===== config.mk =====
export PLATFORM = sky130hd
export DESIGN_NAME = sd_sector_responder
export DESIGN_NICKNAME = d
export VERILOG_FILES = /design/src/rtl/sd_sector_responder.sv
export SDC_FILE = /design/constraint.sdc
export NUM_CORES = 1
export LEC_CHECK = 0
export CAP_MARGIN = 15
export CORE_UTILIZATION = 44
export CTS_BUF_LIST = sky130_fd_sc_hd__clkbuf_16
export DETAILED_ROUTE_END_ITERATION = 10
export PLACE_DENSITY = 0.81
export SLEW_MARGIN = 5
export SYNTH_ARGS = -nofsm -noshare
export SYNTH_HDL_FRONTEND = slang
export SYNTH_SLANG_ARGS = --single-unit

===== constraint.sdc =====
create_clock -name clk_sys -period 2 [get_ports clk_sys]
set_clock_uncertainty 0.05 [all_clocks]
set_input_delay 0.4 -clock clk_sys [delete_from_list [all_inputs] [get_ports clk_sys]]
set_output_delay 0.4 -clock clk_sys [all_outputs]
set_load 0.05 [all_outputs]

===== src/rtl/sd_sector_responder.sv =====
// sd_sector_responder: serves 512-byte sector reads/writes (sd_lba/sd_rd/sd_wr/sd_ack/sd_buff_*) from a byte-wide req/ack store
//   clk_sys, RESET_n : clock (posedge), asynchronous active-low reset
//   sd_lba/sd_rd/sd_wr : sector number and level requests, sampled in IDLE only
//   sd_ack             : high for the whole transfer of one sector
//   sd_buff_*          : requester buffer port (addr/dout/wr strobe out, din in with one cycle of RAM latency)
//   mem_*              : backing store port, mem_rd/mem_wr held until the one-cycle mem_ack
//   err                : sticky out-of-range flag, live only when SD_LBA_BOUNDS_EN is defined
module sd_sector_responder #(
  parameter int LBA_W = 32,
  parameter int MEM_AW = 24,
  parameter int IMG_SECTORS = 64
) (
  input  logic              clk_sys,
  input  logic              RESET_n,
  input  logic [LBA_W-1:0]  sd_lba,
  input  logic              sd_rd,
  input  logic              sd_wr,
  output logic              sd_ack,
  output logic [8:0]        sd_buff_addr,
  output logic [7:0]        sd_buff_dout,
  output logic              sd_buff_wr,
  input  logic [7:0]        sd_buff_din,
  output logic [MEM_AW-1:0] mem_addr,
  output logic              mem_rd,
  output logic              mem_wr,
  output logic [7:0]        mem_dout,
  input  logic [7:0]        mem_din,
  input  logic              mem_ack,
  output logic              err
);
`ifdef SD_LBA_BOUNDS_EN
  localparam bit BOUNDS = 1'b1;
`else
  localparam bit BOUNDS = 1'b0;
`endif
  typedef enum logic [2:0] {IDLE, ACK, RD_FETCH, RD_PUT, WR_ADDR, WR_WAIT, WR_STORE, DONE} state_t;
  state_t state, state_d;
  logic [LBA_W-1:0] lba, lba_d;
  logic [8:0] off, off_d, buff_addr_d;
  logic [7:0] buff_dout_d, mem_dout_d;
  logic rd_dir, rd_dir_d, oob, oob_d, err_d, ack_d, buff_wr_d, mem_rd_d, mem_wr_d;
  // {lba, off} equals lba*512 + off; the cast drops upper LBA bits so the image wraps
  assign mem_addr = MEM_AW'({lba, off});
  always_comb begin
    state_d = state;
    lba_d = lba;
    off_d = off;
    rd_dir_d = rd_dir;
    oob_d = oob;
    err_d = err;
    ack_d = sd_ack;
    buff_addr_d = sd_buff_addr;
    buff_dout_d = sd_buff_dout;
    buff_wr_d = 1'b0;
    mem_rd_d = mem_rd;
    mem_wr_d = mem_wr;
    mem_dout_d = mem_dout;
    case (state)
      IDLE: if (sd_rd || sd_wr) begin
        state_d = ACK;
        lba_d = sd_lba;
        rd_dir_d = sd_rd;
        oob_d = BOUNDS && ({1'b0, sd_lba} >= (LBA_W+1)'(IMG_SECTORS));
        err_d = err | oob_d;
      end
      ACK: begin
        ack_d = 1'b1;
        off_d = '0;
        buff_addr_d = '0;
        mem_rd_d = rd_dir && !oob;
        state_d = rd_dir ? RD_FETCH : WR_ADDR;
      end
      // out-of-range reads skip the store and deliver zeros at 2 cycles per byte
      RD_FETCH: if (oob || mem_ack) begin
        mem_rd_d = 1'b0;
        buff_dout_d = oob ? 8'h00 : mem_din;
        buff_addr_d = off;
        buff_wr_d = 1'b1;
        state_d = RD_PUT;
      end
      RD_PUT: if (&off) begin
        ack_d = 1'b0;
        state_d = DONE;
      end else begin
        off_d = off + 9'd1;
        mem_rd_d = !oob;
        state_d = RD_FETCH;
      end
      WR_ADDR: state_d = WR_WAIT;
      // buffer RAM data for the address set on entry to WR_ADDR is valid here
      WR_WAIT: begin
        mem_dout_d = sd_buff_din;
        mem_wr_d = !oob;
        state_d = WR_STORE;
      end
      WR_STORE: if (oob || mem_ack) begin
        mem_wr_d = 1'b0;
        ack_d = !(&off);
        off_d = (&off) ? off : off + 9'd1;
        buff_addr_d = (&off) ? off : off + 9'd1;
        state_d = (&off) ? DONE : WR_ADDR;
      end
      DONE: state_d = IDLE;
      default: state_d = IDLE;
    endcase
  end
  always_ff @(posedge clk_sys or negedge RESET_n)
    if (!RESET_n) begin
      state <= IDLE;
      lba <= '0;
      off <= '0;
      rd_dir <= 1'b0;
      oob <= 1'b0;
      err <= 1'b0;
      sd_ack <= 1'b0;
      sd_buff_addr <= '0;
      sd_buff_dout <= '0;
      sd_buff_wr <= 1'b0;
      mem_rd <= 1'b0;
      mem_wr <= 1'b0;
      mem_dout <= '0;
    end else begin
      state <= state_d;
      lba <= lba_d;
      off <= off_d;
      rd_dir <= rd_dir_d;
      oob <= oob_d;
      err <= err_d;
      sd_ack <= ack_d;
      sd_buff_addr <= buff_addr_d;
      sd_buff_dout <= buff_dout_d;
      sd_buff_wr <= buff_wr_d;
      mem_rd <= mem_rd_d;
      mem_wr <= mem_wr_d;
      mem_dout <= mem_dout_d;
    end
endmodule


* Word-level counts from Yosys, hierarchy flattened
Cells that the tools add are included.
** Word-level totals
- Word-level logic and storage cells :: 61
- Register bits :: 57
** Cells by class
- Equality and inequality tests :: 12
- Reductions and logical operators :: 16
- Add/subtract/negate cells :: 1
- Muxes and demuxes :: 21
** Operators by type and width (number)
- $pmux W9 S3 :: 2
- $mux W9 :: 3
- $pmux W3 S8 :: 1
- $mux W3 :: 5
- $eq A3 B3 Y1 const B :: 4
- $reduce_and A3 Y1 :: 4
- $ne A2 B2 Y1 const B :: 5
- $add A9 B1 Y9 const B :: 1
- $reduce_and A9 Y1 :: 1
- $reduce_bool A3 Y1 :: 3
- $reduce_and A2 Y1 :: 4
- $eq A3 B2 Y1 const B :: 2
- $mux W1 :: 6
- $pmux W1 S3 :: 2
- $eq A3 B1 Y1 const B :: 1
- $logic_not A3 Y1 :: 1
- $mux W2 :: 1
- $pmux W1 S2 :: 1
- $reduce_bool A2 Y1 :: 1
- $logic_not A1 Y1 :: 1
- $logic_or A1 B1 Y1 :: 1

* Longest topological paths before layout
- Depth in word-level cells :: 4
- Depth in mapped cells :: 7
- Depth with buffers taken out :: 5

* Worst setup path before layout
No wires, ideal clock.
- Path kind :: register to register
- Start :: register off[0]
- End :: register sd_buff_addr[2]
- Path slack :: 10 ps
- Required time :: 1847 ps
- Library setup time :: 103 ps
- Path buffers :: 2
- Data arrival time :: 1836 ps
- Stages on the path, launching flop included :: 8
- Period minus slack after synthesis :: 1990 ps
- Path through :: dfrtp_1 > ha_1 > buf_2 > nand4_1 > nor2_1 > buf_4 > nor2_1 > o41ai_2
** Between the ends
- Longest elaborated chain between the ends :: 4
** RTL lines
- start: declaration :: RTL line 39 : logic [8:0] off, off_d, buff_addr_d;
- start signal: assignment :: RTL line 111 : off <= '0;
- start signal: assignment :: RTL line 125 : off <= off_d;
- $add A9 B1 Y9 or $reduce_and A9 Y1 (tied branches) :: RTL line 100 : buff_addr_d = (&off) ? off : off + 9'd1;
- $mux W9 * (2 in a row)
- $pmux W9 S3 * :: RTL line 58 : case (state)
- end signal: assignment :: RTL line 130 : sd_buff_addr <= buff_addr_d;
- end: declaration :: RTL line 19 : output logic [8:0] sd_buff_addr,
Every way passes the cells marked *; elsewhere a longest branch is shown, timed or not. The select of a mux whose other input is x is not followed.
A chain may end at the register's enable or synchronous reset.

* Worst setup path after layout
- Start :: register lba[3]
- End :: output mem_addr[12]
** RTL lines
- start: declaration :: RTL line 38 : logic [LBA_W-1:0] lba, lba_d;
- start signal: assignment :: RTL line 124 : lba <= lba_d;
- end: declaration :: RTL line 23 : output logic [MEM_AW-1:0] mem_addr,
No word-level cell between the ends.

==> impl_metrics.env <==
export IMPL_status="complete, no violations"
export IMPL_critPathTopFamily="buffers and inverters"
export IMPL_cts_max_path_buffers=2
export IMPL_rows=28
export IMPL_worstHoldPathType="reg -> reg"
export IMPL_antenna_found_initial=0
export IMPL_fmax_mhz=509
export IMPL_gr_total_overflow=0
export IMPL_die_w_um=80.6
export IMPL_path_cells="clkdlybuf4s50_1"
export IMPL_ant_nets=0
export IMPL_synth_edff_count=0
export IMPL_drc=0
export IMPL_rsz0062_at_grt="false"
export IMPL_nets=389
export IMPL_synth_top_area_cell="dfrtp_1"
export IMPL_timing_setup_tns_ns=0
export IMPL_path_max_fanout=2
export IMPL_relSlewSlack=0.633
export IMPL_fin_crit_ns=1.96
export IMPL_cts_sinks=57
export IMPL_drive_gt1_frac=0.221
export IMPL_syn_num_nets=293
export IMPL_port_buffer_count=88
export IMPL_viasPerCell=5.58
export IMPL_wl_met2_um=3370
export IMPL_required_ns=1.55
export IMPL_ys_flop_type="dfrtp_1"
export IMPL_power_density_nw_per_um2=1940
export IMPL_cts_max_level=3
export IMPL_avgSynthCellArea_um2=11.4
export IMPL_die_h_um=80.6
export IMPL_cts_buffers=9
export IMPL_async_flop_share=1.00
export IMPL_yosysTopAreaCellShare=0.525
export IMPL_post_dp_hpwl_um=4640
export IMPL_cp_slowest_stage_delay_ns=0.84
export IMPL_cp_buffers_inverters=1
export IMPL_clk_latency_ns=0.32
export IMPL_core_um2=5960
export IMPL_syn2layout_area_growth_pct=46.9
export IMPL_ctsResizeCount=0
export IMPL_cp_arrival_ns=1.51
export IMPL_boundaryPins=107
export IMPL_ys_top_cells_by_area="dfrtp_1 (52%), mux2_2 (5.4%), mux2_4 (4.4%)"
export IMPL_grt_max_degree=29
export IMPL_crit_path_end_kind="output pin"
export IMPL_maxCapViolations=0
export IMPL_cts_setup_buffers=0
export IMPL_routed_wl_um=6720
export IMPL_routedWlPerCell_um=16.2
export IMPL_drtPass1Iterations=4
export IMPL_post_route_util=0.670
export IMPL_drtIter0Drc=141
export IMPL_slew_violations=0
export IMPL_cts_clk_slew_worst_paths_ns=0.05
export IMPL_grt_pass1_wl_um=11200
export IMPL_slowest_stage="clkdlybuf4s50_1"
export IMPL_num_vias=2315
export IMPL_rr_startpoint="off[0]"
export IMPL_crit_type="reg -> out"
export IMPL_ys_seq_area_frac=0.525
export IMPL_worst_slew_pin_slew_ns=0.548
export IMPL_fin_crit_sh=0.982
export IMPL_grt_pass1_vias=2304
export IMPL_synth_cell_types=54
export IMPL_setup_viol=0
export IMPL_wl_met3_um=375
export IMPL_placed_cells=398
export IMPL_hold_viol=0
export IMPL_syn_area_um2=2720
export IMPL_hp_start="sd_buff_addr[8]"
export IMPL_crit_path_start_kind="flip-flop"
export IMPL_wl_met1_um=2840
export IMPL_synthCells=239
export IMPL_n_antenna_cell=0
export IMPL_grt_usage=0.234
export IMPL_initial_core_util=0.456
export IMPL_cts_tree="yes"
export IMPL_routed_top_layer="met4"
export IMPL_root_buffer="clkbuf_16"
export IMPL_p_leak_nw=1.70
export IMPL_synth_ff_latch_count=57
export IMPL_cp_startpoint="lba[3]"
export IMPL_place_congestion=0.794
export IMPL_instances_no_fill=415
export IMPL_yosysWarnings=0
export IMPL_ir_drop_mv=1.51
export IMPL_die_area_um2=6490
==> routing by layer <==
layer | global-route usage | vias to the layer above
li1 | - | 1059
met1 | 0.278 | 1149
met2 | 0.397 | 91
met3 | 0.0716 | 16
met4 | 0.0839 | 0
met5 | 0 | -
==> layout make-up <==
| type | instances | area [um2] |
|---|---|---|
| Clock buffer | 9 | 225 |
| Inverter | 4 | 15.0 |
| Fill cell | 453 | 1960 |
| Timing Repair Buffer | 102 | 968 |
| Clock inverter | 7 | 95.1 |
| Tap cell | 75 | 93.8 |
| Sequential cell | 57 | 1430 |
| Multi-Input combinational cell | 161 | 1170 |
==> power breakdown <==
part | leakage, nW | internal (mW) | switching [mW]
sequential | 0.702 | 1.64 | 0.330
clock | 0.149 | 1.09 | 0.528
combinational | 0.851 | 1.53 | 2.64
total | 1.70 | 4.26 | 3.50
==> cells by family (layout without fill, tap and decap cells) <==
kind of cell | after synthesis | in the layout | share of synthesized area
flip-flops | 57 | 57 | 0.525
buffers and inverters | 21 | 122 | 0.0451
other | 1 | 1 | 0.00138
AND/OR/NAND/NOR | 63 | 63 | 0.123
multiplexers | 33 | 33 | 0.147
AO/OA/AOI/OAI | 61 | 61 | 0.148
adder cells (fa/ha/maj) | 1 | 1 | 0.00460
XOR/XNOR | 2 | 2 | 0.00645
==> final timing paths <==
check / endpoint / slack [ns] / depth (start not counted)
worst min register to register: sd_buff_addr[8] / 0.42 / 2
worst max-delay path: mem_addr[12] / 0.04 / 1
min in group asynchronous: mem_dout[7] / 0.46 / 2
max in group asynchronous: lba[10] / 0.89 / 3
worst max register to register: sd_buff_addr[3] / 0.20 / 5
worst min-delay path: sd_buff_addr[8] / 0.42 / 2
==> cells in the final DEF (no fill, tap or decap), types with 3 or more instances in the layout <==
| master | count |
|---|---|
| a21oi_1 | 21 |
| a31oi_1 | 5 |
| and3_1 | 3 |
| buf_4 | 27 |
| clkbuf_16 | 9 |
| clkdlybuf4s50_1 | 71 |
| clkinvlp_4 | 3 |
| dfrtp_1 | 57 |
| inv_1 | 4 |
| mux2_1 | 10 |
| mux2_2 | 13 |
| mux2_4 | 8 |
| nand2_1 | 18 |
| nand3_1 | 7 |
| nand4_1 | 8 |
| nor2_1 | 13 |
| o21ai_0 | 8 |
| o21ai_1 | 6 |
==> through the flow <==
step,hold slack [ns],area [um2],worst slack (ns),power (mW)
floorplan,0.0544,2720,0.0105,4.79
finish,0.419,3990,0.0369,7.76
global placement,0.274,3660,0.109,6.05
global route,0.459,3990,0.00385,8.14
CTS,0.423,3990,0.0331,7.79
detailed placement,0.271,3660,0.0943,6.13
==> Yosys cell counts, drive strengths merged (2+ instances only) <==
cell    instances
a21o            2
a21oi          22
a31oi           5
and2            2
and3            3
buf            16
dfrtp          57
inv             4
mux2           31
mux2i           2
nand2          18
nand2b          2
nand3           8
nand4           9
nor2           13
o21a            2
o21ai          15
o22a            2
o22ai           2
o31ai           2
xor2            2
==> registers in the layout, indices dropped and copies added (netlist names) <==
| name | cells |
|---|---|
| sd_buff_wr | 1 |
| mem_rd | 1 |
| state | 3 |
| sd_ack | 1 |
| lba | 15 |
| mem_dout | 8 |
| sd_buff_dout | 8 |
| mem_wr | 1 |
| off | 9 |
| rd_dir | 1 |
| sd_buff_addr | 9 |
==> repair_timing <==
item / in CTS / in global routing
hold buffers: 1 / 0
hold endpoints to repair: 12 / 0
setup endpoints to repair: 0 / 0
Note: power is estimated with default switching activity, not from simulation.
